## config.mk

```make
export PLATFORM = sky130hd
export DESIGN_NAME = touch_adc_responder
export DESIGN_NICKNAME = d
export VERILOG_FILES = /design/src/rtl/touch_pkg.sv /design/src/rtl/touch_adc_responder_sync_edge.sv /design/src/rtl/touch_adc_responder.sv
export SDC_FILE = /design/constraint.sdc
export NUM_CORES = 1
export LEC_CHECK = 0
export CAP_MARGIN = 30
export CELL_PAD_IN_SITES_DETAIL_PLACEMENT = 2
export CELL_PAD_IN_SITES_GLOBAL_PLACEMENT = 2
export CORE_ASPECT_RATIO = 0.9
export CORE_MARGIN = 3
export CORE_UTILIZATION = 31
export DETAILED_ROUTE_END_ITERATION = 16
export GPL_ROUTABILITY_DRIVEN = 0
export PLACE_DENSITY_LB_ADDON = 0.1
export SYNTH_ARGS = -nofsm -noshare
export SYNTH_HDL_FRONTEND = slang
export SYNTH_SLANG_ARGS = --single-unit
```

## constraint.sdc

```tcl
create_clock -name clk50 -period 1.8 [get_ports clk50]
set_clock_uncertainty 0.15 [all_clocks]
set_input_delay 0.18 -clock clk50 [delete_from_list [all_inputs] [get_ports clk50]]
set_output_delay 0.18 -clock clk50 [all_outputs]
set_load 0.05 [all_outputs]
```

## src/rtl/touch_pkg.sv

```systemverilog
// Shared definitions for the touchscreen ADC responder and its initiator:
// frame geometry, FSM state encoding and a saturating counter helper.
package touch_pkg;

  localparam int unsigned DATA_W    = 12;
  localparam int unsigned LEAD_Z    = 4;
  localparam int unsigned FRAME_LEN = LEAD_Z + DATA_W;
  localparam int unsigned CNT_W     = 5;
  localparam int unsigned ABORT_W   = 8;

  typedef enum logic [1:0] {
    IDLE  = 2'd0,
    SHIFT = 2'd1,
    HOLD  = 2'd2
  } state_e;

  function automatic logic [ABORT_W-1:0] sat_inc(input logic [ABORT_W-1:0] v);
    return (v == '1) ? v : v + ABORT_W'(1);
  endfunction

endpackage

```

## src/rtl/touch_adc_responder_sync_edge.sv

```systemverilog
// Two-flop synchronizer for an asynchronous pin, followed by a history flop
// producing single-cycle rise/fall pulses. Pulses appear in the cycle after
// the second synchronizer stage updates, so a consumer registering them acts
// three clock edges after the pin moved.
module sync_edge #(
  parameter logic RST_VAL = 1'b0
) (
  input  logic clk,
  input  logic rst_n,
  input  logic d_i,
  output logic rise_o,
  output logic fall_o
);

  logic meta_q;
  logic sync_q;
  logic prev_q;

  // Synchronizer chain and edge history; reset to the pin's idle level so
  // leaving reset never fabricates an edge.
  always_ff @(posedge clk or negedge rst_n) begin
    if (!rst_n) begin
      meta_q <= RST_VAL;
      sync_q <= RST_VAL;
      prev_q <= RST_VAL;
    end else begin
      meta_q <= d_i;
      sync_q <= meta_q;
      prev_q <= sync_q;
    end
  end

  assign rise_o = sync_q & ~prev_q;
  assign fall_o = ~sync_q & prev_q;

endmodule

```

## src/rtl/touch_adc_responder.sv

```systemverilog
// Serial responder for a touchscreen ADC initiator. On chip-select assertion
// both channel samples are captured as zero-padded frames and shifted out MSB
// first, advancing on each sclk falling edge so the initiator samples on the
// rising edge. Frames cut short by chip-select release are counted.
module touch_adc_responder #(
  parameter int unsigned DATA_W = touch_pkg::DATA_W,
  parameter int unsigned LEAD_Z = touch_pkg::LEAD_Z
) (
  input  logic              clk50,
  input  logic              reset,
  input  logic              sclk,
  input  logic              nCS,
  input  logic [DATA_W-1:0] sample1,
  input  logic [DATA_W-1:0] sample2,
  output logic              sdata1,
  output logic              sdata2,
  output logic              busy,
  output logic              frame_done,
  output logic [7:0]        abort_cnt
);

  import touch_pkg::*;

  localparam int unsigned FLEN = LEAD_Z + DATA_W;
  localparam logic [CNT_W-1:0] LAST_BIT = CNT_W'(FLEN - 1);

  logic sclk_fall;
  logic sclk_rise_unused;
  logic cs_rise;
  logic cs_fall;

  state_e             state_q, state_d;
  logic [FLEN-1:0]    sr1_q, sr1_d;
  logic [FLEN-1:0]    sr2_q, sr2_d;
  logic [CNT_W-1:0]   cnt_q, cnt_d;
  logic               fd_q, fd_d;
  logic [ABORT_W-1:0] abort_q, abort_d;

  sync_edge #(.RST_VAL(1'b0)) u_sclk_sync (
    .clk    (clk50),
    .rst_n  (reset),
    .d_i    (sclk),
    .rise_o (sclk_rise_unused),
    .fall_o (sclk_fall)
  );

  sync_edge #(.RST_VAL(1'b1)) u_ncs_sync (
    .clk    (clk50),
    .rst_n  (reset),
    .d_i    (nCS),
    .rise_o (cs_rise),
    .fall_o (cs_fall)
  );

  // Frame state, shift registers, bit counter, done pulse and abort counter.
  always_ff @(posedge clk50 or negedge reset) begin
    if (!reset) begin
      state_q <= IDLE;
      sr1_q   <= '0;
      sr2_q   <= '0;
      cnt_q   <= '0;
      fd_q    <= 1'b0;
      abort_q <= '0;
    end else begin
      state_q <= state_d;
      sr1_q   <= sr1_d;
      sr2_q   <= sr2_d;
      cnt_q   <= cnt_d;
      fd_q    <= fd_d;
      abort_q <= abort_d;
    end
  end

  // Next-state logic: a chip-select fall (from IDLE or HOLD) loads a fresh
  // frame; in SHIFT a chip-select rise outranks any coincident sclk edge.
  always_comb begin
    state_d = state_q;
    sr1_d   = sr1_q;
    sr2_d   = sr2_q;
    cnt_d   = cnt_q;
    fd_d    = 1'b0;
    abort_d = abort_q;
    unique case (state_q)
      IDLE: begin
        if (cs_fall) begin
          state_d = SHIFT;
          sr1_d   = {{LEAD_Z{1'b0}}, sample1};
          sr2_d   = {{LEAD_Z{1'b0}}, sample2};
          cnt_d   = '0;
        end
      end
      SHIFT: begin
        if (cs_rise) begin
          state_d = IDLE;
          sr1_d   = '0;
          sr2_d   = '0;
          abort_d = sat_inc(abort_q);
        end else if (sclk_fall) begin
          sr1_d = {sr1_q[FLEN-2:0], 1'b0};
          sr2_d = {sr2_q[FLEN-2:0], 1'b0};
          cnt_d = cnt_q + CNT_W'(1);
          if (cnt_q == LAST_BIT) begin
            state_d = HOLD;
            fd_d    = 1'b1;
          end
        end
      end
      HOLD: begin
        if (cs_fall) begin
          state_d = SHIFT;
          sr1_d   = {{LEAD_Z{1'b0}}, sample1};
          sr2_d   = {{LEAD_Z{1'b0}}, sample2};
          cnt_d   = '0;
        end else if (cs_rise) begin
          state_d = IDLE;
        end
      end
      default: begin
        state_d = IDLE;
      end
    endcase
  end

  assign sdata1     = (state_q == SHIFT) ? sr1_q[FLEN-1] : 1'b0;
  assign sdata2     = (state_q == SHIFT) ? sr2_q[FLEN-1] : 1'b0;
  assign busy       = (state_q == SHIFT);
  assign frame_done = fd_q;
  assign abort_cnt  = abort_q;

endmodule

```

# After elaboration in Yosys (flattened, before gate mapping)

Cells that the tools add are included.

Register bits after elaboration: 54
Input bits: 28
Output and inout port bits: 12
Word-level logic and storage cells: 64

Add/sub/neg operators: 2
Eq/ne operators: 11
Mux-type cells: 25
Bitwise operators: 7
Reductions and logical operators: 7

Operators by type and width:

| cell                | count |
|---|---|
| $mux 16             | 6 |
| $pmux 16 s2         | 2 |
| $mux 5              | 3 |
| $mux 2              | 6 |
| $pmux 5 s2          | 1 |
| $add 8x1->8 const B | 1 |
| $eq 8x8->1 const B  | 1 |
| $reduce_and 4->1    | 2 |
| $mux 1              | 6 |
| $ne 3x1->1 const B  | 2 |
| $pmux 2 s3          | 1 |
| $reduce_and 3->1    | 2 |
| $add 5x1->5 const B | 1 |
| $eq 5x4->1 const B  | 1 |
| $ne 2x1->1 const B  | 2 |
| $ne 2x2->1 const B  | 2 |
| $not 1->1           | 4 |
| $and 1x1->1         | 3 |
| $ne 3x3->1 const B  | 1 |
| $eq 2x1->1 const B  | 1 |
| $eq 2x2->1 const B  | 1 |
| $logic_not 2->1     | 1 |
| $reduce_bool 2->1   | 1 |
| $reduce_or 2->1     | 1 |

# Depth between registers and ports, before layout

Gate-level depths: netlist (run 1).

Depth after elaboration: 5
Mapped depth: 7
Mapped depth without buffers: 6

# Hierarchy

Synthesis (run 1) repeated with hierarchy kept, for this count alone.

Cell total of the unflattened synthesis: 206
Area, all modules: 2593.7 um2

By module, submodules not included:

| module                  | times used | cells each | area each (um2) |
|---|---|---|---|
| touch_adc_responder     | 1          | 196        | 2409.8 |
| sync_edge (u_ncs_sync)  | 1          | 5          | 93.8 |
| sync_edge (u_sclk_sync) | 1          | 5          | 90.1 |

# Worst setup path before layout (run 1)

OpenSTA, ideal clock, no wires.

Kind: register to output
Start point: register state_q[1]
End point: output port sdata1
Arrival: 1.713 ns
Required time: 1.470 ns
Setup slack: -0.243 ns
Stages on the path, launching flop included: 4
Cells stage by stage: dfrtp_1 -> and2b_1 -> inv_2 -> nor2_1

Word-level cells in the longest chain between the ends: 2

Ends and longest elaborated chain:

| item                   | RTL line                   | source |
|---|---|---|
| from (decl)            | touch_adc_responder.sv:32  | `state_e state_q, state_d;` |
| from (signal assigned) | touch_adc_responder.sv:65  | `state_q <= state_d;` |
| $eq 2x1->1             | --                         |  |
| via busy               | touch_adc_responder.sv:17  | `output logic busy,` |
| $mux 1                 | touch_adc_responder.sv:124 | `assign sdata1 = (state_q == SHIFT) ? sr1_q[FLEN-1] : 1'b0;` |
| to (decl)              | touch_adc_responder.sv:15  | `output logic sdata1,` |

The timed path passes the listed nets, and every way through them passes these cells.

# Final worst setup path (run 1)

Start point: register u_ncs_sync.sync_q
End point: register sr2_q[3]

Word-level cells in the longest chain between the ends: 4

Ends and longest elaborated chain:

| item                       | RTL line                            | source |
|---|---|---|
| from (decl)                | touch_adc_responder_sync_edge.sv:16 | `logic sync_q;` |
| from (signal assigned)     | touch_adc_responder_sync_edge.sv:28 | `sync_q <= meta_q;` |
| $not 1->1                  | touch_adc_responder_sync_edge.sv:34 | `assign fall_o = ~sync_q & prev_q;` |
| $and 1x1->1                | touch_adc_responder_sync_edge.sv:34 |  |
| $ne 2x1->1 (no line)       | --                                  |  |
| $reduce_and 3->1 (no line) | --                                  |  |
| to (signal assigned)       | touch_adc_responder.sv:67           | `sr2_q <= sr2_d;` |
| to (decl)                  | touch_adc_responder.sv:34           | `logic [FLEN-1:0] sr2_q, sr2_d;` |

Several ways; a longest one is shown, not always the timed one.
A chain may end at the register's enable or synchronous reset.

==> impl_metrics.env, run 1 <==
export IMPL_cts_sinks=54
export IMPL_dp_cells=421
export IMPL_grt_pass1_vias=2116
export IMPL_hold_end="u_ncs_sync.meta_q"
export IMPL_area_growth_pct=34.6
export IMPL_synth_top_area_share_pct=48.2
export IMPL_reg2regPathDepth=7
export IMPL_io_pin_count=40
export IMPL_ys_ff_latch=54
export IMPL_final_util_pct=43.5
export IMPL_synth_flop_cell="dfrtp_1"
export IMPL_cp_startpoint="u_ncs_sync.sync_q"
export IMPL_syn_num_nets=289
export IMPL_die_area_sq_mm=0.00968
export IMPL_slew_limit_headroom_pct=79.8
export IMPL_critPathRequiredTime_ns=1.84
export IMPL_async_flop_share_pct=100
export IMPL_final_antenna_net_count=0
export IMPL_slew_violations=0
export IMPL_fin_hold_ws_ns=0.123
export IMPL_grt_util_all_layers_pct=13.9
export IMPL_netlist_top_cells_area="dfrtp_1, mux2_2, inv_1, nand2_1, mux2_1"
export IMPL_r2r_start="u_ncs_sync.sync_q"
export IMPL_die_x_um=103
export IMPL_cts_buffers=5
export IMPL_ff2ff_setup_slack_ns=0.006
export IMPL_crit_chain="buf_6 > inv_1 > ha_2 > nand2b_4 > o21ai_4 > buf_12 > mux2_1"
export IMPL_outcome="finished clean"
export IMPL_num_vias=1979
export IMPL_cts_buffer_depth=2
export IMPL_route_detailed_drc=0
export IMPL_worstPathMaxFanout=18
export IMPL_drt_pass1_iter_count=4
export IMPL_r2r_end="sr2_q[3]"
export IMPL_worstMarginPinSlew_ns=0.303
export IMPL_overflow=0
export IMPL_fin_crit_ns=1.79
export IMPL_ys_seq_area_share_pct=51.2
export IMPL_start_util_pct=32.3
export IMPL_crit_arrival_ns=1.84
export IMPL_synth_top_area_cell="dfrtp_1"
export IMPL_p_leak_uw=0.00164
export IMPL_viasPerCell=4.58
export IMPL_setup_worst_path_class="reg2reg"
export IMPL_drive_gt1_share_pct=28.1
export IMPL_die_y_um=93.6
export IMPL_fmax_mhz=557
export IMPL_drt_iter0_markers=61
export IMPL_endpoint_kind="flip-flop"
export IMPL_place_hpwl_mm=4.60
export IMPL_nets=350
export IMPL_power_density_mw_per_mm2=1340
export IMPL_maxCapViolCount=0
export IMPL_wl_mm=6.37
export IMPL_grt_setup_unrepaired="true"
export IMPL_io_buffer_count=39
export IMPL_syn_inst=255
export IMPL_antenna_found_initial=0
export IMPL_yosys_top_cells_count="dfrtp_1, inv_1, nand2_1"
export IMPL_cts_root_buf="clkbuf_8"
export IMPL_synth_area_sq_mm=0.00265
export IMPL_holdCritStartpoint="nCS"
export IMPL_grt_pass1_wl_mm=10.6
export IMPL_cpMaxStageDelayCell="dfstp_2"
export IMPL_syn_avg_cell_area_sq_um=10.4
export IMPL_routedWlPerCell_um=14.7
export IMPL_core_sq_mm=0.00818
export IMPL_crit_path_start_kind="flip-flop"
export IMPL_synth_warnings=0
export IMPL_final_cells=432
export IMPL_nFillCells=872
export IMPL_synth_edf_count=0
export IMPL_ir_worst_vdd_mv=0.523
export IMPL_cts_tree="built"
export IMPL_antenna_cells=0
export IMPL_post_route_period_util_pct=99.7
export IMPL_tns_ns=0
export IMPL_hp_class="in2reg"
export IMPL_cts_max_level=2
export IMPL_synth_cell_types=43
export IMPL_rows=31
export IMPL_hold_path_cell_count=1
export IMPL_finalSetupViolCount=0
export IMPL_cp_slowest_stage_delay_ns=0.58
export IMPL_clk_pin_slew_ns=0.09
export IMPL_synthMostInstantiatedCell="dfrtp_1"
export IMPL_clock_latency_ns=0.31
export IMPL_final_hold_violation_count=0
export IMPL_grt_max_degree=55
worst max-delay path by stage:
stage / cells past startpoint / endpoint / slack (ns)
final: 7 / sr2_q[3] / 0.006
after detailed placement: 5 / abort_cnt[7] / -0.13
after global placement: 5 / abort_cnt[7] / -0.08
after floorplan: 4 / abort_cnt[6] / -0.02
after CTS: 5 / abort_cnt[7] / -0.06
after global routing: 7 / sr2_q[7] / -0.05
worst max-delay path, delay by kind of cell (launching register included):
family	cells	cell delay [ns]
DFF	1	0.58
muxes	1	0.31
buffers and inverters	3	0.30
adders and majority gates	1	0.19
and+or+nand+nor	1	0.09
AOI/OAI and AO/OA	1	0.07
per-layer routing:
metal,track usage (%),share of wire [%]
met5,0,0
met4,4.75,1.7
met3,2.54,2.5
met2,21.0,47
met1,19.9,49
flip-flops by register name, indices dropped and copies added (netlist names):
register            count
sr1_q                  16
sr2_q                  16
abort_cnt               8
cnt_q                   5
state_q                 2
frame_done              1
u_ncs_sync.meta_q       1
u_ncs_sync.prev_q       1
u_ncs_sync.sync_q       1
u_sclk_sync.meta_q      1
u_sclk_sync.prev_q      1
u_sclk_sync.sync_q      1
final cells by class:
type,count,area [sq um],share of cell area (%)
Sequential cell,54,1360,38.2
Timing Repair Buffer,65,647,18.2
Multi-Input combinational cell,151,1180,33.1
Inverter,39,149,4.18
Tap cell,115,144,4.04
Clock inverter,2,10.0,0.281
Clock buffer,6,72.6,2.04
stage by stage:
stage                     power, uW  area (sq um)  setup slack (ns)
after floorplan                3290          2670           -0.0172
after CTS                      4790          3480           -0.0602
after global routing           5180          3560           -0.0488
after detailed placement       4080          3350            -0.130
after global placement         3990          3350           -0.0813
final                          4770          3560           0.00589
cell usage in the layout (no fill, tap or decap), types with 4 or more instances in the layout:
| cell type | n |
|---|---|
| dfrtp_1 | 47 |
| mux2_1 | 10 |
| nor2_1 | 4 |
| nand2_1 | 36 |
| o21ai_0 | 25 |
| nor2_2 | 4 |
| buf_4 | 26 |
| inv_1 | 37 |
| buf_6 | 5 |
| buf_12 | 6 |
| mux2i_1 | 8 |
| mux2_2 | 13 |
| clkbuf_8 | 5 |
| clkdlybuf4s50_1 | 26 |
| dfrtp_2 | 4 |
logic make-up after synthesis:
| group | after synthesis | share of synthesized area, % |
|---|---|---|
| adder cells (fa/ha/maj) | 6 | 2.84 |
| AND/OR/NAND/NOR | 68 | 13.4 |
| AO/OA/AOI/OAI | 40 | 9.37 |
| XOR/XNOR | 4 | 1.32 |
| flip-flops | 54 | 51.2 |
| multiplexers | 33 | 13.7 |
| buffers and inverters | 50 | 8.14 |
what timing repair did:
item / in CTS / in global routing
pin swaps: 1 / 4
resized for setup: 8 / 17
endpoints found under the hold margin: 54 / 0
buffers inserted: 0 / 2
hold buffers: 1 / 0
endpoints found under the setup margin: 35 / 39
power breakdown:
part / internal [uW] / switching [uW]
registers: 1640 / 290
logic: 1070 / 1110
clock network: 271 / 387
Note: power is estimated with default switching activity, not from simulation.
==> run 2: changes to the inputs <==
RECOVER_POWER = 25   (was unset)
==> run 2 against run 1 <==
  * Cell count is the same
  * Sequential share of layout area grew 0.13 points
  * Core utilization shrank 0.15 points
  * Via count is the same
  * Final area shrank 0.35%
  * Fmax stayed put
==> impl_metrics.env, run 2 (synthesis results as in run 1) <==
export IMPL_outcome="finished clean"
export IMPL_io_pin_count=40
export IMPL_worstPathMaxFanout=18
export IMPL_clock_latency_ns=0.31
export IMPL_cts_max_level=2
export IMPL_route_detailed_drc=0
export IMPL_cp_slowest_stage_delay_ns=0.58
export IMPL_ff2ff_setup_slack_ns=0.006
export IMPL_drive_gt1_share_pct=28.1
export IMPL_wl_met3_um=161
export IMPL_cts_sinks=54
export IMPL_place_hpwl_mm=4.60
export IMPL_slew_limit_headroom_pct=49.1
export IMPL_r2r_start="u_ncs_sync.sync_q"
export IMPL_crit_arrival_ns=1.84
export IMPL_wl_met1_mm=3.12
export IMPL_crit_path_start_kind="flip-flop"
export IMPL_grt_setup_unrepaired="true"
export IMPL_grt_max_degree=55
export IMPL_p_leak_uw=0.00163
export IMPL_die_x_um=103
export IMPL_core_sq_mm=0.00818
export IMPL_wl_mm=6.36
export IMPL_cts_tree="built"
export IMPL_cts_root_buf="clkbuf_8"
export IMPL_area_growth_pct=34.1
export IMPL_tns_ns=0
export IMPL_die_area_sq_mm=0.00968
export IMPL_hold_path_cell_count=0
export IMPL_viasPerCell=4.58
export IMPL_die_y_um=93.6
export IMPL_r2r_end="sr2_q[3]"
export IMPL_rows=31
export IMPL_drt_pass1_iter_count=4
export IMPL_routed_wl_met2_mm=2.98
export IMPL_hold_end="u_sclk_sync.sync_q"
export IMPL_antenna_cells=0
export IMPL_final_antenna_net_count=0
export IMPL_crit_chain="buf_6 > inv_1 > ha_2 > nand2b_4 > o21ai_4 > buf_12 > mux2_1"
export IMPL_power_density_mw_per_mm2=1340
export IMPL_grt_util_all_layers_pct=13.9
export IMPL_maxCapViolCount=0
export IMPL_overflow=0
export IMPL_finalPower_uw=4770
export IMPL_nets=350
export IMPL_hp_class="reg2reg"
export IMPL_post_route_period_util_pct=99.7
export IMPL_ir_worst_vdd_mv=0.523
export IMPL_grt_pass1_wl_mm=10.6
export IMPL_finalSetupViolCount=0
export IMPL_final_hold_violation_count=0
export IMPL_start_util_pct=32.3
export IMPL_antenna_found_initial=0
export IMPL_drt_iter0_markers=61
export IMPL_fin_crit_ns=1.79
export IMPL_cpMaxStageDelayCell="dfstp_2"
export IMPL_num_vias=1979
export IMPL_endpoint_kind="flip-flop"
export IMPL_worstMarginPinSlew_ns=0.764
export IMPL_io_buffer_count=39
export IMPL_layout_commonest_cell="dfrtp_1"
export IMPL_reg2regPathDepth=7
export IMPL_top_layer="met4"
export IMPL_fmax_mhz=557
export IMPL_routedWlPerCell_um=14.7
export IMPL_cts_buffer_depth=2
export IMPL_setup_worst_path_class="reg2reg"
export IMPL_cts_buffers=5
export IMPL_clk_pin_slew_ns=0.09
export IMPL_holdCritStartpoint="u_sclk_sync.meta_q"
export IMPL_grt_pass1_vias=2116
export IMPL_final_util_pct=43.3
export IMPL_slew_violations=0
export IMPL_final_cell_mix="dfrtp_1, inv_1, nand2_1"
export IMPL_critPathRequiredTime_ns=1.84
run 2: worst max-delay path by stage:
stage                 startpoint      endpoint  slack [ns]  cells after the start
2_1_floorplan       abort_cnt[2]  abort_cnt[6]       -0.02                      4
3_3_place_gp   u_ncs_sync.sync_q  abort_cnt[7]       -0.08                      5
3_5_place_dp   u_ncs_sync.sync_q  abort_cnt[7]       -0.13                      5
4_1_cts        u_ncs_sync.sync_q  abort_cnt[7]       -0.06                      5
5_1_grt        u_ncs_sync.sync_q      sr2_q[7]       -0.05                      7
6_report       u_ncs_sync.sync_q      sr2_q[3]       0.006                      7
run 2: routing by layer:
metal	GRT usage [%]	up-vias
met5	0	-
met4	4.75	0
met3	2.54	8
met2	21.0	28
met1	19.9	986
li1	-	957
run 2: metrics by stage:
step | cell area (sq um) | hold WS, ns | worst slack [ns] | std cells
after detailed placement | 3350 | 0.0597 | -0.130 | 421
after floorplan | 2670 | -0.266 | -0.0172 | 255
after global routing | 3550 | 0.225 | -0.0488 | 432
final | 3550 | 0.205 | 0.00589 | 432
after CTS | 3480 | 0.108 | -0.0602 | 430
after global placement | 3350 | 0.0571 | -0.0813 | 421
run 2: power breakdown:
group / total [uW] / switching, uW / internal [uW]
registers: 1930 / 290 / 1640
logic: 2180 / 1110 / 1070
clock network: 658 / 387 / 271
total: 4770 / 1790 / 2980
run 2: what timing repair did:
item / in CTS / in global routing
endpoints found under the hold margin: 54 / 0
pin swaps: 1 / 4
hold buffers: 1 / 0
gates resized for setup: 8 / 17
endpoints found under the setup margin: 35 / 39
setup buffers: 0 / 2
run 2: layout make-up:
cell class,instances,area (sq um)
inverters,39,149
repair buffers,65,634
clock inverters,2,10.0
well taps,115,144
fillers,873,4640
multi-input cells,151,1180
flip-flops and latches,54,1360
clock buffers,6,72.6
run 2: critical path, delay by kind of cell, from the launching register on:
kind            cells  cell delay [ns]
flops               1             0.58
mux                 1             0.31
buf+inv             3             0.30
fa+ha+maj           1             0.19
simple gates        1             0.09
compound gates      1             0.07
